`config.mk`:
```
export PLATFORM = sky130hd
export DESIGN_NAME = cgra0_out_arbiter
export DESIGN_NICKNAME = d
export VERILOG_FILES = /design/src/rtl/cgra0_out_arb_pkg.sv /design/src/rtl/rr_arbiter.sv /design/src/rtl/cgra0_out_arbiter.sv
export SDC_FILE = /design/constraint.sdc
export NUM_CORES = 1
export LEC_CHECK = 0
export BUFFER_PORTS_ARGS = -buffer_cell sky130_fd_sc_hd__buf_2
export CAP_MARGIN = 10
export CORE_AREA = 2 2 86 88
export CTS_CLUSTER_SIZE = 25
export DETAILED_ROUTE_END_ITERATION = 12
export DIE_AREA = 0 0 88 90
export GPL_TIMING_DRIVEN = 0
export SYNTH_ARGS = -nofsm -noshare
export SYNTH_HDL_FRONTEND = slang
export SYNTH_HIERARCHICAL = 1
export SYNTH_SLANG_ARGS = --single-unit
```
`constraint.sdc`:
```
create_clock -name clk -period 3.3 [get_ports clk]
set_clock_uncertainty 0.2 [all_clocks]
set_input_delay 0 -clock clk [delete_from_list [all_inputs] [get_ports clk]]
set_output_delay 0 -clock clk [all_outputs]
set_load 0.005 [all_outputs]
```
`src/rtl/cgra0_out_arb_pkg.sv`:
```
// Shared definitions for the CGRA output arbiter: FSM state encoding and
// the width of the optional per-requester word counters.
package cgra0_out_arb_pkg;

    typedef enum logic [1:0] {
        S_IDLE  = 2'd0,
        S_FETCH = 2'd1,
        S_SEND  = 2'd2,
        S_PAUSE = 2'd3
    } arb_state_e;

    localparam int STAT_CNT_W = 32;

endpackage

```
`src/rtl/rr_arbiter.sv`:
```
// Combinational round-robin pick: first asserted request at or above ptr,
// wrapping N-1 -> 0. Produces a one-hot grant and its index.
module rr_arbiter #(
    parameter int N = 4,
    parameter int W = $clog2(N)
) (
    input  logic [N-1:0] req,
    input  logic [W-1:0] ptr,
    output logic [N-1:0] gnt,
    output logic [W-1:0] gnt_idx
);

    logic         found_s;
    logic [W-1:0] idx_s;

    // Rotating priority search starting at ptr
    always_comb begin
        found_s = 1'b0;
        idx_s   = '0;
        gnt_idx = '0;
        for (int k = 0; k < N; k++) begin
            idx_s = W'((int'(ptr) + k) % N);
            if (!found_s && req[idx_s]) begin
                found_s = 1'b1;
                gnt_idx = idx_s;
            end else begin
                found_s = found_s;
            end
        end
        if (found_s) begin
            gnt = N'(1'b1) << gnt_idx;
        end else begin
            gnt = '0;
        end
    end

endmodule

```
`src/rtl/cgra0_out_arbiter.sv`:
```
// Round-robin burst arbiter draining NUM_OUT 1-cycle-latency FIFOs into one
// tagged write channel. Optional counters: define CGRA0_OUT_ARB_STATS_EN.
module cgra0_out_arbiter
    import cgra0_out_arb_pkg::*;
#(
    parameter int NUM_OUT    = 4,
    parameter int DATA_WIDTH = 16,
    parameter int ID_WIDTH   = 2,
    parameter int BURST      = 8
) (
    input  logic                          clk,
    input  logic                          rst,
    input  logic                          en,
    input  logic [NUM_OUT-1:0]            req_empty,
    input  logic [NUM_OUT-1:0]            req_done,
    input  logic [NUM_OUT*DATA_WIDTH-1:0] req_data,
    output logic [NUM_OUT-1:0]            req_re,
    output logic                          wr_valid,
    input  logic                          wr_ready,
    output logic [DATA_WIDTH-1:0]         wr_data,
    output logic [ID_WIDTH-1:0]           wr_id,
    output logic                          wr_last,
    output logic                          all_done
`ifdef CGRA0_OUT_ARB_STATS_EN
    ,
    input  logic [ID_WIDTH-1:0]           stat_sel,
    output logic [STAT_CNT_W-1:0]         stat_cnt
`endif
);

    localparam int IDX_W = $clog2(NUM_OUT);
    localparam int CNT_W = $clog2(BURST + 1);

    arb_state_e              state_q;
    logic [IDX_W-1:0]        rr_ptr_q;
    logic [IDX_W-1:0]        rr_ptr_d;
    logic [IDX_W-1:0]        gnt_q;
    logic [CNT_W-1:0]        burst_cnt_q;
    logic                    wr_valid_q;
    logic [DATA_WIDTH-1:0]   wr_data_q;
    logic [ID_WIDTH-1:0]     wr_id_q;
    logic                    wr_last_q;
    logic                    all_done_q;
    logic                    all_done_d;

    logic [NUM_OUT-1:0]      req_avail_s;
    logic [NUM_OUT-1:0]      arb_gnt_s;
    logic [IDX_W-1:0]        arb_idx_s;
    logic                    hs_s;
    logic                    start_s;
    logic                    cont_s;

    assign req_avail_s = ~req_empty;
    assign hs_s        = wr_valid_q & wr_ready;
    assign start_s     = (state_q == S_IDLE) & en & (|req_avail_s);
    // A read continues the burst either right at the handshake or on leaving pause
    assign cont_s      = ((state_q == S_SEND) & hs_s & ~wr_last_q & en)
                       | ((state_q == S_PAUSE) & en);
    assign rr_ptr_d    = (gnt_q == IDX_W'(NUM_OUT - 1)) ? '0 : gnt_q + 1'b1;
    assign all_done_d  = all_done_q
                       | ((&req_done) & (&req_empty) & (state_q == S_IDLE) & ~wr_valid_q);

    rr_arbiter #(.N(NUM_OUT)) u_rr (
        .req     (req_avail_s),
        .ptr     (rr_ptr_q),
        .gnt     (arb_gnt_s),
        .gnt_idx (arb_idx_s)
    );

    // Read strobe must be same-cycle so FIFO data lands during FETCH
    always_comb begin
        req_re = '0;
        if (start_s) begin
            req_re = arb_gnt_s;
        end else if (cont_s) begin
            req_re = NUM_OUT'(1'b1) << gnt_q;
        end else begin
            req_re = '0;
        end
    end

    // Grant / burst FSM with registered write-channel outputs
    always_ff @(posedge clk or negedge rst) begin
        if (!rst) begin
            state_q     <= S_IDLE;
            rr_ptr_q    <= '0;
            gnt_q       <= '0;
            burst_cnt_q <= '0;
            wr_valid_q  <= 1'b0;
            wr_data_q   <= '0;
            wr_id_q     <= '0;
            wr_last_q   <= 1'b0;
            all_done_q  <= 1'b0;
        end else begin
            all_done_q <= all_done_d;
            case (state_q)
                S_IDLE: begin
                    if (start_s) begin
                        gnt_q       <= arb_idx_s;
                        burst_cnt_q <= CNT_W'(1);
                        state_q     <= S_FETCH;
                    end
                end
                S_FETCH: begin
                    wr_data_q  <= req_data[int'(gnt_q)*DATA_WIDTH +: DATA_WIDTH];
                    wr_id_q    <= ID_WIDTH'(gnt_q);
                    wr_valid_q <= 1'b1;
                    wr_last_q  <= (burst_cnt_q == CNT_W'(BURST)) | req_empty[gnt_q];
                    state_q    <= S_SEND;
                end
                S_SEND: begin
                    if (hs_s) begin
                        wr_valid_q <= 1'b0;
                        if (wr_last_q) begin
                            rr_ptr_q <= rr_ptr_d;
                            state_q  <= S_IDLE;
                        end else if (en) begin
                            burst_cnt_q <= burst_cnt_q + 1'b1;
                            state_q     <= S_FETCH;
                        end else begin
                            state_q <= S_PAUSE;
                        end
                    end
                end
                S_PAUSE: begin
                    if (en) begin
                        burst_cnt_q <= burst_cnt_q + 1'b1;
                        state_q     <= S_FETCH;
                    end
                end
                default: state_q <= S_IDLE;
            endcase
        end
    end

    assign wr_valid = wr_valid_q;
    assign wr_data  = wr_data_q;
    assign wr_id    = wr_id_q;
    assign wr_last  = wr_last_q;
    assign all_done = all_done_q;

`ifdef CGRA0_OUT_ARB_STATS_EN
    logic [STAT_CNT_W-1:0] stat_q [NUM_OUT];

    // Per-source accepted-word counters, wrapping naturally
    always_ff @(posedge clk or negedge rst) begin
        if (!rst) begin
            for (int i = 0; i < NUM_OUT; i++) begin
                stat_q[i] <= '0;
            end
        end else begin
            for (int i = 0; i < NUM_OUT; i++) begin
                if (hs_s && (wr_id_q == ID_WIDTH'(i))) begin
                    stat_q[i] <= stat_q[i] + 1'b1;
                end
            end
        end
    end

    // Counter readback mux
    always_comb begin
        stat_cnt = '0;
        for (int i = 0; i < NUM_OUT; i++) begin
            if (stat_sel == ID_WIDTH'(i)) begin
                stat_cnt = stat_q[i];
            end else begin
                stat_cnt = stat_cnt;
            end
        end
    end
`endif

endmodule

```
==> metrics list <==
- After synthesis, the cell types taking the most area are sky130_fd_sc_hd__dfrtp_1, sky130_fd_sc_hd__mux4_2, sky130_fd_sc_hd__mux2_2, sky130_fd_sc_hd__ha_1, sky130_fd_sc_hd__o21ai_0.
- Counting flops with a built-in enable in the synthesized netlist gives 0.
- Number of CTS-inserted buffers: 5
- Count of vias placed by the detailed router: ~2100
* Clock tree from TritonCTS: built
- CTS built an H-tree with a depth of 2.
- For the pin with the worst max-slew slack, the measured transition is 0.7167 ns.
- In the final design database the tool counted 421 nets.
- Initial DRC Count: 83
* Post-synth top area share: 36.36%
* Highest attainable clock frequency: 0.3405 GHz
- Clk_lat worst skew: just under 0.3 ns
- Setup repair after global routing missed its margin: no
- Across all register-to-register paths, the minimum setup slack is 0.36 ns.
* Critical Path Start: gnt_q[1]$_DFFE_PN0P_
- Measured against its own limit, the worst slew margin works out to 52.22%.
* Number of max-slew violations in the final report: 0
* Final Instance Area: 3227 um2
- Area of the mapped netlist: approximately 2100 um2
- Setup total negative slack on the finished layout was measured at 0 ns.
* Wirelength per Cell: around 14 um
- The post-route netlist has 46.43% of its cells at a drive strength greater than 1.
- Sequential cells burn 29.1% of the power.
* Placed standard-cell area: 2758 um2
- Of the total power, the clock network draws 13.0%.
- Leak Pwr: 1.527 nW
* Data arrival time of the critical path: 2.91 ns
- The number of global-route vias before repair was 2188.
- For this run, the detailed router's first-pass iteration total came to 4.
- Setup violations remaining at the end of the flow were counted as 0.
- After clock tree synthesis, the clock-pin slew on the worst setup and hold paths is 0.08 ns.
- Worst voltage drop across the vdd grid: 0.0002829 V
- Measured along the y axis, the die boundary spans approximately 90 um.
- Of all nets on the critical path, the largest fanout is 10.
- Cell area power density: 721.6 nW/um2
- The tree is rooted in a sky130_fd_sc_hd__clkbuf_8.
- STA classifies the critical path startpoint as a flip-flop.
* Clock Sinks: 31
* Count of antenna-violating nets left after detailed routing: 0
* MaxCap Viol Count: 0
* Pin count of the biggest net entering global routing: 32
* Layout Utilization: 45.96%
* Logic gate share of total power: 57.9%
- Crit share post-route: 89.01%
- Remaining design rule violation count: 0
* Diodes inserted: 0
- The clock passes through at most 2 buffers.
* Layout-stage area growth over the synthesis result: 51.26%
- Cell internal power was estimated by the tool at 1.476 mW.
- Library cell occupying the most area in the post-synthesis netlist: sky130_fd_sc_hd__dfrtp_1
- The first global-routing pass estimated 9.860 mm of wire.
- Summing internal, switching and leakage power gives 2.329 mW.
- Post-Syn Instances: 190
* Die X: 88 um
* Number of cells on the worst hold path: 6
- Switching power share of the total: between 30% and 40%
* Reg2reg start: gnt_q[1]$_DFFE_PN0P_
* Fillcell total: 697
* Area used by sequential logic in the layout: just under 800 um2
- Number of cells on the worst reg-to-reg path: 5
* Cell row count: 31
- Synthesis produced a netlist with a net count of 276.
- Synthesis inferred 31 register bits.
* Number of buffer cells added on primary ports: 100
* Status: finished, final reports clean
- Top-count cell post-synth: sky130_fd_sc_hd__dfrtp_1
- In the final layout, the multi-input gates occupy between 1000 and 1500 um2.
* Final weighted congestion in routability-driven placement: 0.7717
* Post-synthesis cell type count: 38
- Global routing consumed, over all layers together, 15.98% of the routing resources.
- In this run the most critical hold path is launched from req_empty[3].
- In the synthesized netlist the dominant register cell turns out to be sky130_fd_sc_hd__dfrtp_1.
- Switching power: 0.8520 mW
* Count of final hold-check violations: 0
- Clock period minus worst slack: just under 3 ns
- For hold timing, the worst endpoint is gnt_q[0]$_DFFE_PN0P_.
- Synth warn: 6
- A synthesized cell averages 11.23 um2.
- The floorplan step defined a die boundary enclosing 7920 um2.
* Kind of end point of the critical path: flip-flop
- Worst path required time: 3.27 ns
- Critical Setup Path Class: reg -> reg
- Endpoint of the worst-slack reg-to-reg timing path: wr_data[9]$_DFFE_PN0N_
- Final hold analysis gives a worst-case slack of approximately 0.077 ns.
- Sequential element share of the synthesized area: a little over a third
- Number of antenna violations at the first check in global routing: 0
- Number of primary I/O pins: 101
- Number of vias per cell after detailed routing: 4.743
- Post-DP HPWL: between 4 and 5 mm
- Class of the tightest hold or removal check: in -> reg
* Proportion of synthesized flip-flops having asynchronous set or reset: 100.0%
- Once the floorplan was initialized, standard cells occupied 30.39% of the core.
- Post-CTS timing repair inserted 0 buffers for setup.
- Wires add up to 5.897 mm.
- In this run the standard cell core region covers 7020 um2.
* Cell types with the highest counts after synthesis: sky130_fd_sc_hd__dfrtp_1, sky130_fd_sc_hd__mux2_2, sky130_fd_sc_hd__inv_1, sky130_fd_sc_hd__mux4_2
- Global-route congestion overflow total: 0
## power by group through the flow
stage	logic, mW	clock network (mW)	registers (mW)
4_1_cts	1.37	0.317	0.679
5_1_grt	1.50	0.332	0.709
2_1_floorplan	0.835	0	0.675
3_3_place_gp	1.18	0	0.675
6_report	1.35	0.303	0.677
3_5_place_dp	1.22	0	0.683
## metrics by stage
| stage | cells | worst slack (ns) |
|---|---|---|
| finish | 435 | 0.3628 |
| global route | 435 | 0.1755 |
| CTS | 435 | 0.3035 |
| detailed placement | 389 | 0.7965 |
| global placement | 389 | 0.8306 |
| floorplan | 190 | 1.143 |
## cells in the final DEF, fill, tap and decap left out, drive strengths merged, types with 3 or more instances in the layout
master,netlist,layout
a21oi,8,8
buf,6,106
clkbuf,5,10
dfrtp,31,31
dlygate4sd3,0,38
ha,10,10
inv,16,16
mux2,21,21
mux2i,4,4
mux4,17,17
nand2,15,15
nand4,3,3
nor2,12,12
o21ai,15,15
## flip-flops by register name (all words and copies together), names as in the netlist, 2 cells and up
register     cells
wr_id            2
wr_data         16
state_q          2
burst_cnt_q      4
gnt_q            2
rr_ptr_q         2
## worst max path at each step
stage	end	slack, ns	cells after the start
6_report	wr_data[9]$_DFFE_PN0N_	0.36	5
5_1_grt	wr_data[9]$_DFFE_PN0N_	0.18	5
4_1_cts	wr_data[1]$_DFFE_PN0N_	0.30	5
3_5_place_dp	rr_ptr_q[1]$_DFFE_PN0P_	0.80	5
3_3_place_gp	rr_ptr_q[1]$_DFFE_PN0P_	0.83	5
2_1_floorplan	burst_cnt_q[0]$_DFFE_PN0P_	1.14	6
## critical path, stage by stage, from the launching register on
cell and delay, ns:
sky130_fd_sc_hd__dfrtp_1 0.37, sky130_fd_sc_hd__clkbuf_1 0.53, sky130_fd_sc_hd__buf_1 0.49, sky130_fd_sc_hd__mux4_2 0.39, sky130_fd_sc_hd__dlygate4sd3_1 0.58, sky130_fd_sc_hd__mux2_2 0.26
## per-layer routing
layer  routed length [um]  vias up  track usage (%)  share of wire (%)
li1                     -      986                -                  -
met3                  426        6            4.959                7.2
met2                 3102       77            28.03                 53
met5                    0        -                0                  0
met4                   45        0            4.231               0.76
met1                 2323      994            18.55                 39
## timing repair
action	CTS	global route
hold buffers	38	0
gates resized for setup	0	0
hold endpoints to repair	53	0
## cell families (layout without fill, tap and decap cells)
logic type      after synthesis  count (layout)  share of synthesized area (%)
fa+ha+maj                    10              10                          5.865
mux                          42              42                          31.26
compound gates               39              39                          11.91
flops                        31              31                          36.36
simple gates                 41              41                          9.267
buf+inv                      27             173                          5.337
## cell type report
type	instances	area share, %
sequential	31	24.04
multi-input combinational	132	38.54
timing repair buffer	138	27.30
clock buffer	5	2.133
tap	99	3.839
buffer	11	1.667
clock inverter	3	0.6204
inverter	16	1.861
Power figures use the tool's default switching activity.
